**src/rtl/cpu_run_ctrl_pkg.sv**
```systemverilog
// Shared types and constants for the 4-bit CPU run-control block.
package lib_cpu;

  typedef enum logic [1:0] {
    HALT = 2'd0,
    RUN  = 2'd1,
    STEP = 2'd2,
    LOAD = 2'd3
  } CTRL_STATE;

  localparam int PROG_DEPTH = 16;
  localparam int PTR_W      = $clog2(PROG_DEPTH);

endpackage

```
**src/rtl/cpu_run_ctrl_if.sv**
```systemverilog
// Command, program-stream, breakpoint and core/RAM-side signals of the run controller.
interface cpu_run_ctrl_if #(
  parameter int CNT_W = 16
);
  import lib_cpu::*;

  logic             cmd_run;
  logic             cmd_halt;
  logic             cmd_step;
  logic             cmd_load;
  logic             prog_valid;
  logic [7:0]       prog_data;
  logic             prog_ready;
  logic             bp_en;
  logic [3:0]       bp_addr;
  logic [3:0]       cpu_addr;
  logic             cpu_en;
  logic             cpu_n_reset;
  logic             mem_we;
  logic [3:0]       mem_waddr;
  logic [7:0]       mem_wdata;
  CTRL_STATE        state;
  logic [CNT_W-1:0] instr_count;

  // The run controller drives the core and RAM side.
  modport master (
    input  cmd_run, cmd_halt, cmd_step, cmd_load,
    input  prog_valid, prog_data, bp_en, bp_addr, cpu_addr,
    output prog_ready, cpu_en, cpu_n_reset,
    output mem_we, mem_waddr, mem_wdata, state, instr_count
  );

  modport slave (
    output cmd_run, cmd_halt, cmd_step, cmd_load,
    output prog_valid, prog_data, bp_en, bp_addr, cpu_addr,
    input  prog_ready, cpu_en, cpu_n_reset,
    input  mem_we, mem_waddr, mem_wdata, state, instr_count
  );

endinterface

```
**src/rtl/cpu_run_ctrl_tick_gen.sv**
```systemverilog
// Free-running 0..TICK_DIV-1 counter; tick marks the terminal count, clear holds it at 0.
module tick_gen #(
  parameter int TICK_DIV = 12_000_000
) (
  input  logic clk,
  input  logic reset,
  input  logic clear,
  output logic tick
);

  localparam int CW = (TICK_DIV > 1) ? $clog2(TICK_DIV) : 1;
  localparam logic [CW-1:0] TERM = CW'(TICK_DIV - 1);

  logic [CW-1:0] cnt;

  // NOTE: state registers use <= so every flop samples pre-edge values, independent of block order.
  always_ff @(posedge clk or posedge reset) begin
    if (reset) begin
      cnt <= '0;
    end else if (clear || cnt == TERM) begin
      cnt <= '0;
    end else begin
      cnt <= cnt + 1'b1;
    end
  end

  assign tick = !clear && (cnt == TERM);

endmodule

```
**src/rtl/cpu_run_ctrl.sv**
```systemverilog
// Run-control sequencer: loads program RAM with the core held in reset, then runs,
// single-steps or halts the core; all outputs are registered.
module cpu_run_ctrl
  import lib_cpu::*;
#(
  parameter int TICK_DIV = 12_000_000,
  parameter int CNT_W    = 16
) (
  input logic            clk,
  input logic            reset,
  cpu_run_ctrl_if.master bus
);

  CTRL_STATE        state;
  CTRL_STATE        next_state;
  logic [PTR_W-1:0] ptr;
  logic [CNT_W-1:0] count;
  logic             first_tick;
  logic             tick;
  logic             pulse;
  logic             beat;
  logic             bp_hit;

  tick_gen #(.TICK_DIV(TICK_DIV)) u_tick (
    .clk   (clk),
    .reset (reset),
    .clear (state != RUN),
    .tick  (tick)
  );

  // prog_ready is only ever high in LOAD, so it already qualifies the handshake.
  assign beat   = bus.prog_valid && bus.prog_ready;
  assign bp_hit = bus.bp_en && (bus.cpu_addr == bus.bp_addr) && !first_tick;

  // NOTE: every output of a combinational block gets a default first, otherwise a latch is inferred.
  always_comb begin
    next_state = state;
    pulse      = 1'b0;
    case (state)
      HALT: begin
        if (bus.cmd_load) begin
          next_state = LOAD;
        end else if (bus.cmd_halt) begin
          next_state = HALT;
        end else if (bus.cmd_step) begin
          next_state = STEP;
          pulse      = 1'b1;
        end else if (bus.cmd_run) begin
          next_state = RUN;
        end
      end
      RUN: begin
        if (bus.cmd_load) begin
          next_state = LOAD;
        end else if (bus.cmd_halt) begin
          next_state = HALT;
        end else if (tick) begin
          if (bp_hit) next_state = HALT;
          else        pulse      = 1'b1;
        end
      end
      STEP: next_state = HALT;
      LOAD: begin
        if (bus.cmd_halt || (beat && ptr == PTR_W'(PROG_DEPTH - 1))) next_state = HALT;
      end
      default: next_state = HALT;
    endcase
  end

  always_ff @(posedge clk or posedge reset) begin
    if (reset) begin
      state           <= HALT;
      first_tick      <= 1'b0;
      ptr             <= '0;
      count           <= '0;
      bus.cpu_en      <= 1'b0;
      bus.cpu_n_reset <= 1'b0;
      bus.prog_ready  <= 1'b0;
      bus.mem_we      <= 1'b0;
      bus.mem_waddr   <= '0;
      bus.mem_wdata   <= '0;
    end else begin
      state           <= next_state;
      bus.cpu_en      <= pulse;
      bus.cpu_n_reset <= (next_state != LOAD);
      bus.prog_ready  <= (next_state == LOAD);
      bus.mem_we      <= beat;
      if (beat) begin
        bus.mem_waddr <= ptr;
        bus.mem_wdata <= bus.prog_data;
      end

      // Outside LOAD the pointer rests at 0, which also covers the clear on entry and on abort.
      if (next_state != LOAD) ptr <= '0;
      else if (beat)          ptr <= ptr + 1'b1;

      // A run resumed from a breakpoint must execute its first instruction unconditionally.
      if (state == HALT && next_state == RUN) first_tick <= 1'b1;
      else if (pulse)                         first_tick <= 1'b0;

      if (state != LOAD && next_state == LOAD) count <= '0;
      else if (pulse && count != '1)           count <= count + 1'b1;
    end
  end

  assign bus.state       = state;
  assign bus.instr_count = count;

endmodule

```
**src/flat_wrapper.sv**
```systemverilog
// flat-port wrapper written by rule: the top's interface ports become plain ports
module cpu_run_ctrl_flat import lib_cpu::*;
#(
  parameter int TICK_DIV = 12_000_000,
  parameter int CNT_W    = 16
)
  (clk, reset, bus_cmd_run, bus_cmd_halt, bus_cmd_step, bus_cmd_load, bus_prog_valid, bus_prog_data, bus_bp_en, bus_bp_addr, bus_cpu_addr, bus_prog_ready, bus_cpu_en, bus_cpu_n_reset, bus_mem_we, bus_mem_waddr, bus_mem_wdata, bus_state, bus_instr_count);
  cpu_run_ctrl_if #(.CNT_W(CNT_W)) bus_i ();
  input logic clk;
  input logic reset;
  input wire logic [$bits(bus_i.cmd_run)-1:0] bus_cmd_run;
  input wire logic [$bits(bus_i.cmd_halt)-1:0] bus_cmd_halt;
  input wire logic [$bits(bus_i.cmd_step)-1:0] bus_cmd_step;
  input wire logic [$bits(bus_i.cmd_load)-1:0] bus_cmd_load;
  input wire logic [$bits(bus_i.prog_valid)-1:0] bus_prog_valid;
  input wire logic [$bits(bus_i.prog_data)-1:0] bus_prog_data;
  input wire logic [$bits(bus_i.bp_en)-1:0] bus_bp_en;
  input wire logic [$bits(bus_i.bp_addr)-1:0] bus_bp_addr;
  input wire logic [$bits(bus_i.cpu_addr)-1:0] bus_cpu_addr;
  output wire logic [$bits(bus_i.prog_ready)-1:0] bus_prog_ready;
  output wire logic [$bits(bus_i.cpu_en)-1:0] bus_cpu_en;
  output wire logic [$bits(bus_i.cpu_n_reset)-1:0] bus_cpu_n_reset;
  output wire logic [$bits(bus_i.mem_we)-1:0] bus_mem_we;
  output wire logic [$bits(bus_i.mem_waddr)-1:0] bus_mem_waddr;
  output wire logic [$bits(bus_i.mem_wdata)-1:0] bus_mem_wdata;
  output wire logic [$bits(bus_i.state)-1:0] bus_state;
  output wire logic [$bits(bus_i.instr_count)-1:0] bus_instr_count;
  assign bus_i.cmd_run = bus_cmd_run;
  assign bus_i.cmd_halt = bus_cmd_halt;
  assign bus_i.cmd_step = bus_cmd_step;
  assign bus_i.cmd_load = bus_cmd_load;
  assign bus_i.prog_valid = bus_prog_valid;
  assign bus_i.prog_data = bus_prog_data;
  assign bus_i.bp_en = bus_bp_en;
  assign bus_i.bp_addr = bus_bp_addr;
  assign bus_i.cpu_addr = bus_cpu_addr;
  assign bus_prog_ready = bus_i.prog_ready;
  assign bus_cpu_en = bus_i.cpu_en;
  assign bus_cpu_n_reset = bus_i.cpu_n_reset;
  assign bus_mem_we = bus_i.mem_we;
  assign bus_mem_waddr = bus_i.mem_waddr;
  assign bus_mem_wdata = bus_i.mem_wdata;
  assign bus_state = bus_i.state;
  assign bus_instr_count = bus_i.instr_count;
  cpu_run_ctrl #(.TICK_DIV(TICK_DIV), .CNT_W(CNT_W)) u_core (.clk(clk), .reset(reset), .bus(bus_i));
endmodule
```
**config.mk**
```make
export PLATFORM = sky130hd
export DESIGN_NAME = cpu_run_ctrl_flat
export DESIGN_NICKNAME = d
export VERILOG_FILES = /design/src/rtl/cpu_run_ctrl_pkg.sv /design/src/rtl/cpu_run_ctrl_if.sv /design/src/rtl/cpu_run_ctrl_tick_gen.sv /design/src/rtl/cpu_run_ctrl.sv /design/src/flat_wrapper.sv
export SDC_FILE = /design/constraint.sdc
export NUM_CORES = 1
export LEC_CHECK = 0
export ABC_CLOCK_PERIOD_IN_PS = 6950
export BUFFER_PORTS_ARGS = -buffer_cell sky130_fd_sc_hd__buf_2
export CAP_MARGIN = 20
export CORE_MARGIN = 2
export CORE_UTILIZATION = 52
export CTS_CLUSTER_DIAMETER = 120
export DETAILED_ROUTE_END_ITERATION = 10
export PLACE_DENSITY = 0.75
export SLEW_MARGIN = 20
export SYNTH_ARGS = -nofsm -noshare
export SYNTH_HDL_FRONTEND = slang
export SYNTH_SLANG_ARGS = --single-unit
export TNS_END_PERCENT = 30
```
**constraint.sdc**
```tcl
create_clock -name clk -period 6.95 [get_ports clk]
set_input_delay 0.695 -clock clk [delete_from_list [all_inputs] [get_ports clk]]
set_output_delay 0.695 -clock clk [all_outputs]
set_load 0.005 [all_outputs]
```
* Word level (Yosys, flattened, before mapping)
Cells that the tools add are included.
** Word-level totals
- Register bits :: 63
- Input bits :: 24
- Output and inout port bits :: 34
- Word-level logic and storage cells :: 67
** Operators by class
- Add/sub/neg operators :: 3
- Equality and inequality tests :: 12
- Muxes and demuxes :: 25
- Reduce and logical (&&, ||, !) cells :: 16
** Operators with widths (number)
- 2-to-1 mux 16 bit :: 2
- adder 24 x 1 -> 24 bit, second input constant :: 1
- equality test 24 bit, second input constant :: 1
- 2-to-1 mux 24 bit :: 1
- 2-to-1 mux 2 bit :: 9
- adder 16 x 1 -> 16 bit, second input constant :: 1
- != test 16 bit, second input constant :: 1
- 2-to-1 mux 1 bit :: 9
- logical AND 1 bit :: 8
- 2-to-1 mux 4 bit :: 2
- case mux 2 bit (4 select lines) :: 1
- equality test 2 bit, second input constant :: 3
- nonzero test 2 bit :: 3
- adder 4 x 1 -> 4 bit, second input constant :: 1
- equality test 2 x 1 -> 1 bit, second input constant :: 2
- equality test 4 bit :: 1
- equality test 4 bit, second input constant :: 1
- != test 2 bit, second input constant :: 2
- zero test 1 bit :: 2
- zero test 2 bit :: 1
- logical OR 1 bit :: 2
- != test 2 x 1 -> 1 bit, second input constant :: 1
- case mux 1 bit (2 select lines) :: 1

* Longest topological paths before layout
- Depth in word-level cells :: 11
- Mapped depth :: 8
- Gate-level depth less buffers :: 7

* Hierarchy
From an unflattened synthesis, not the netlist that was laid out.
** Second synthesis, totals
- Cell total of the unflattened synthesis :: 312
- Area total of the unflattened synthesis :: 3146.8 sq um
** Modules (own cells, without submodules)
- cpu_run_ctrl :: times used 1, cells each 176, area each 1884.3 sq um, seq. area each 975.9 sq um
- tick_gen :: times used 1, cells each 136, area each 1262.5 sq um, seq. area each 600.6 sq um

* Worst setup path after synthesis
OpenSTA, ideal clock, no wires.
- Path kind :: register to register
- Start point :: register u_core.u_tick.cnt[8]
- End point :: register u_core.count[8], in the netlist u_core.bus.instr_count[8]
- Library setup time :: 66 ps
- Data arrival time :: 2294 ps
- Data required time :: 6884 ps
- Path slack :: 4590 ps
- Stages on the path, launching flop included :: 8
- Buffers on the path :: 1
- Period minus slack after synthesis :: 2360 ps
- Cells stage by stage :: dfrtp_1 or4b_4 nor4_4 o2111ai_2 and2_4 buf_6 or4_1 nand2_1
** On the way
- Cells in the longest elaborated chain, start to end :: 9
- Elaborated cells between the ends (all ways) :: 15
- Classes of those cells :: eq/ne (2); mux (9); reduce/logical (4)
** Ends and longest elaborated chain
- start: declaration :: RTL line cpu_run_ctrl_tick_gen.sv:14 : logic [CW-1:0] cnt;
- start signal: assignment :: RTL line cpu_run_ctrl_tick_gen.sv:23 : cnt <= cnt + 1'b1;
- equality test 24 bit (*) :: RTL line cpu_run_ctrl_tick_gen.sv:27 : assign tick = !clear && (cnt == TERM);
- logical AND 1 bit (*) :: RTL line cpu_run_ctrl_tick_gen.sv:27
- 2-to-1 mux 2 bit :: RTL line cpu_run_ctrl.sv:57 : end else if (tick) begin
- 2-to-1 mux 2 bit :: RTL line cpu_run_ctrl.sv:55 : end else if (bus.cmd_halt) begin
- 2-to-1 mux 2 bit :: RTL line cpu_run_ctrl.sv:53 : if (bus.cmd_load) begin
- case mux 2 bit (4 select lines) :: RTL line cpu_run_ctrl.sv:39 : case (state)
- equality test 2 bit :: RTL line cpu_run_ctrl.sv:101 : if (state != LOAD && next_state == LOAD) count <= '0;
- logical AND 1 bit :: RTL line cpu_run_ctrl.sv:101
- 2-to-1 mux 16 bit / nonzero test 2 bit (equally long branches)
- end signal: assignment :: RTL line cpu_run_ctrl.sv:102 : else if (pulse && count != '1) count <= count + 1'b1;
- end: declaration :: RTL line cpu_run_ctrl.sv:17 : logic [CNT_W-1:0] count;
Every way passes the cells marked *; elsewhere a longest branch is shown, timed or not.
A chain may end at the register's enable or synchronous reset.

* Worst setup path in the final report
- Start point :: register u_core.u_tick.cnt[8]
- End point :: register u_core.count[13], in the netlist u_core.bus.instr_count[13]
Same word-level chain as after synthesis.

==> metrics <==
Hold Startpoint u_core.bus.mem_wdata[1]; P&R area growth vs syn 18.0%; # fillers around 480; Root Driver clkbuf_8; Slew Limit Fails 0; Peak supply drop 0.000148 V; most common cell after layout, fill and taps aside nand2_1; Fmax 393 MHz; Initial Utilization 0.531; Syn. warnings 0; hold path cells 2; I/O pin count 58; die area 0.00661 sq mm; PD cells 269 mW/mm^2; Total Power 0.000985 W; Die Height 81.3 microns; vias 2493; Synth Net Count 352; number of global-route vias before repair 2340; core footprint around 0.0059 sq mm; GPL Wtd Cong 0.852; Arr. time, crit path 2.80 ns; area occupied by multi-input gates 0.00144 sq mm; FF-to-FF End u_core.bus.instr_count[13]; Critical Path End Type register; largest net degree at the start of global routing 64; worst setup path class reg2reg; Clock Pin Slew Worst Setup and Hold Paths approximately 0.060 ns; syn_area_per_cell 9.56 sq um; postcts setup bufs 0; # rows 28; FF+latch area 0.00158 sq mm; Setup TNS Final 0 ns; #FFs+latches synth 63; TritonCTS clock tree built; initial antenna violation count 0; CTS buffer count 9; RSZ-0062 raised after global routing no; post-route clock period utilization 0.366; critical path fanouts, max 14; setup ws final 4.40 ns; path depth of the worst reg2reg path 6; Synth Instances about 330; worst path required time 7.20 ns; share of layout cells above drive strength 1 0.225; Max Cap Viol 0; WL final 6.33 mm; Min-Delay Endpoint u_core.bus.mem_wdata[1]; final global-route overflow total 0; Setup WS pre-CTS ~4.4 ns; most frequent cells in the layout nand2_1, dfrtp_1, buf_2; skew final 0.00581 ns; reg2reg start u_core.u_tick.cnt[8]; routed vias/inst 5.40; CTS Sinks 63; GRT Util Overall 0.208; Finish-stage setup viols 0; Leak 1.75 nW; reg-to-reg setup timing slack 4.40 ns; placed wire-length estimate 4.40 mm; final net count a little over 400; max_slew headroom 0.390; Initial DRC Count between 150 and 200; n_diodes 0; # H-tree levels 3; Post-CTS Resized 0; HP Class reg2reg; status completed; CTS Buffer Depth 2; synthesized area just over 0.003 sq mm; DR pass1 iterations 4; post-synthesis sequential area ratio 0.508; Yosys cell types 48; startpoint types register; min Tclk post-route 2.55 ns; clock latency on the worst-skew pair 0.34 ns; hold bufs inserted after CTS 0; Residual DRC 0; Port Buffers 57; Slew @ Worst Pin 0.912 ns; first-pass GRT wire length 10.4 mm; Antenna Nets Post-Route 0; routed len/inst 13.7 microns; endpoints failing hold 0; Die X 81.3 microns
==> layout make-up <==
class	count	share of cell area
Tap cell	75	0.0256
Inverter	9	0.00922
Clock inverter	3	0.0178
Multi-Input combinational cell	241	0.394
Timing Repair Buffer	58	0.0799
Clock buffer	13	0.0434
Sequential cell	63	0.430
==> state kept, by name, indices dropped and copies added, names as in the netlist <==
| register | flops |
|---|---|
| u_core.u_tick.cnt | 24 |
| u_core.bus.instr_count | 16 |
| u_core.bus.mem_wdata | 8 |
| u_core.bus.mem_waddr | 4 |
| u_core.ptr | 4 |
| u_core.bus.state | 2 |
| u_core.bus.cpu_en | 1 |
| u_core.bus.cpu_n_reset | 1 |
| u_core.bus.mem_we | 1 |
| u_core.bus.prog_ready | 1 |
| u_core.first_tick | 1 |
==> worst max path at each step <==
stage                                 endpoint             startpoint  slack [ns]
detailed placement  u_core.bus.instr_count[13]  u_core.u_tick.cnt[15]        4.43
CTS                 u_core.bus.instr_count[13]  u_core.u_tick.cnt[15]        4.41
finish              u_core.bus.instr_count[13]   u_core.u_tick.cnt[8]        4.40
floorplan            u_core.bus.instr_count[8]   u_core.u_tick.cnt[8]        4.59
global route        u_core.bus.instr_count[15]  u_core.u_tick.cnt[15]        4.24
global placement    u_core.bus.instr_count[15]           bus_cmd_halt        4.51
==> synthesized netlist by cell type (all sizes together) <==
cell type  count  share of area
a2111oi        2         0.0060
a211oi         1         0.0024
a21bo          1         0.0032
a21oi          7          0.012
a31o           1         0.0028
a31oi          1         0.0020
and2           2         0.0048
and3           8          0.017
and4           2         0.0056
buf            1         0.0036
clkbuf        11          0.013
clkinv         1         0.0012
dfrtp         63           0.51
ha             3          0.012
inv            8         0.0097
mux2i          5          0.016
nand2         66          0.080
nand2b         2         0.0040
nand3         25          0.040
nand3b         2         0.0048
nand4          6          0.012
nand4b         1         0.0028
nand4bb        1         0.0036
nor2          36          0.044
nor3           5         0.0081
nor3b          2         0.0048
nor4           1         0.0068
nor4b          2         0.0097
o2111ai        2         0.0077
o211ai         3         0.0073
o21ai          2         0.0032
o2bb2ai        1         0.0028
o311ai         2         0.0056
o31ai          3         0.0073
o41ai          1         0.0028
or2            1         0.0020
or3            3         0.0060
or3b           1         0.0028
or4            7          0.017
or4b           3          0.011
xnor2         13          0.037
xor2          17          0.048
==> report_power, final <==
part           leakage [nW]  switching, W  internal, W  total [W]
registers             0.853     0.0000380     0.000415   0.000453
logic                 0.788      0.000111    0.0000662   0.000177
clock network         0.114      0.000134     0.000221   0.000355
==> metrics by stage <==
step | util | instance area [sq um] | hold WS (ns) | cells
6_report | 0.626 | 3660 | 0.471 | 462
5_1_grt | 0.626 | 3660 | 0.502 | 462
4_1_cts | 0.626 | 3660 | 0.479 | 462
3_5_place_dp | 0.588 | 3440 | 0.462 | 446
3_3_place_gp | 0.588 | 3440 | 0.453 | 446
2_1_floorplan | - | 3110 | 0.455 | 325
==> per-layer routing <==
metal / global-route usage / share of wire / vias up
met1: 0.273 / 0.47 / 1185
met4: 0.100 / 0.016 / 0
met5: 0 / 0 / -
met3: 0.0533 / 0.057 / 9
met2: 0.320 / 0.46 / 68
li1: - / - / 1231
==> worst max-delay path, cell delays in order (launching register included) <==
cell       delay (ns)
dfrtp_1          0.41
or4b_4           0.56
nor4_4           0.33
o2111ai_2        0.24
and2_4           0.27
or4_1            0.47
a21oi_1          0.18
==> cells by family after synthesis <==
| kind of cell | share of synthesized area |
|---|---|
| and+or+nand+nor | 0.286 |
| DFF | 0.508 |
| xor gates and xnor gates | 0.0846 |
| AOI/OAI and AO/OA | 0.0657 |
| buffers and inverters | 0.0278 |
| muxes | 0.0161 |
| adders and majority gates | 0.0121 |
(Power assumes the default switching activity.)
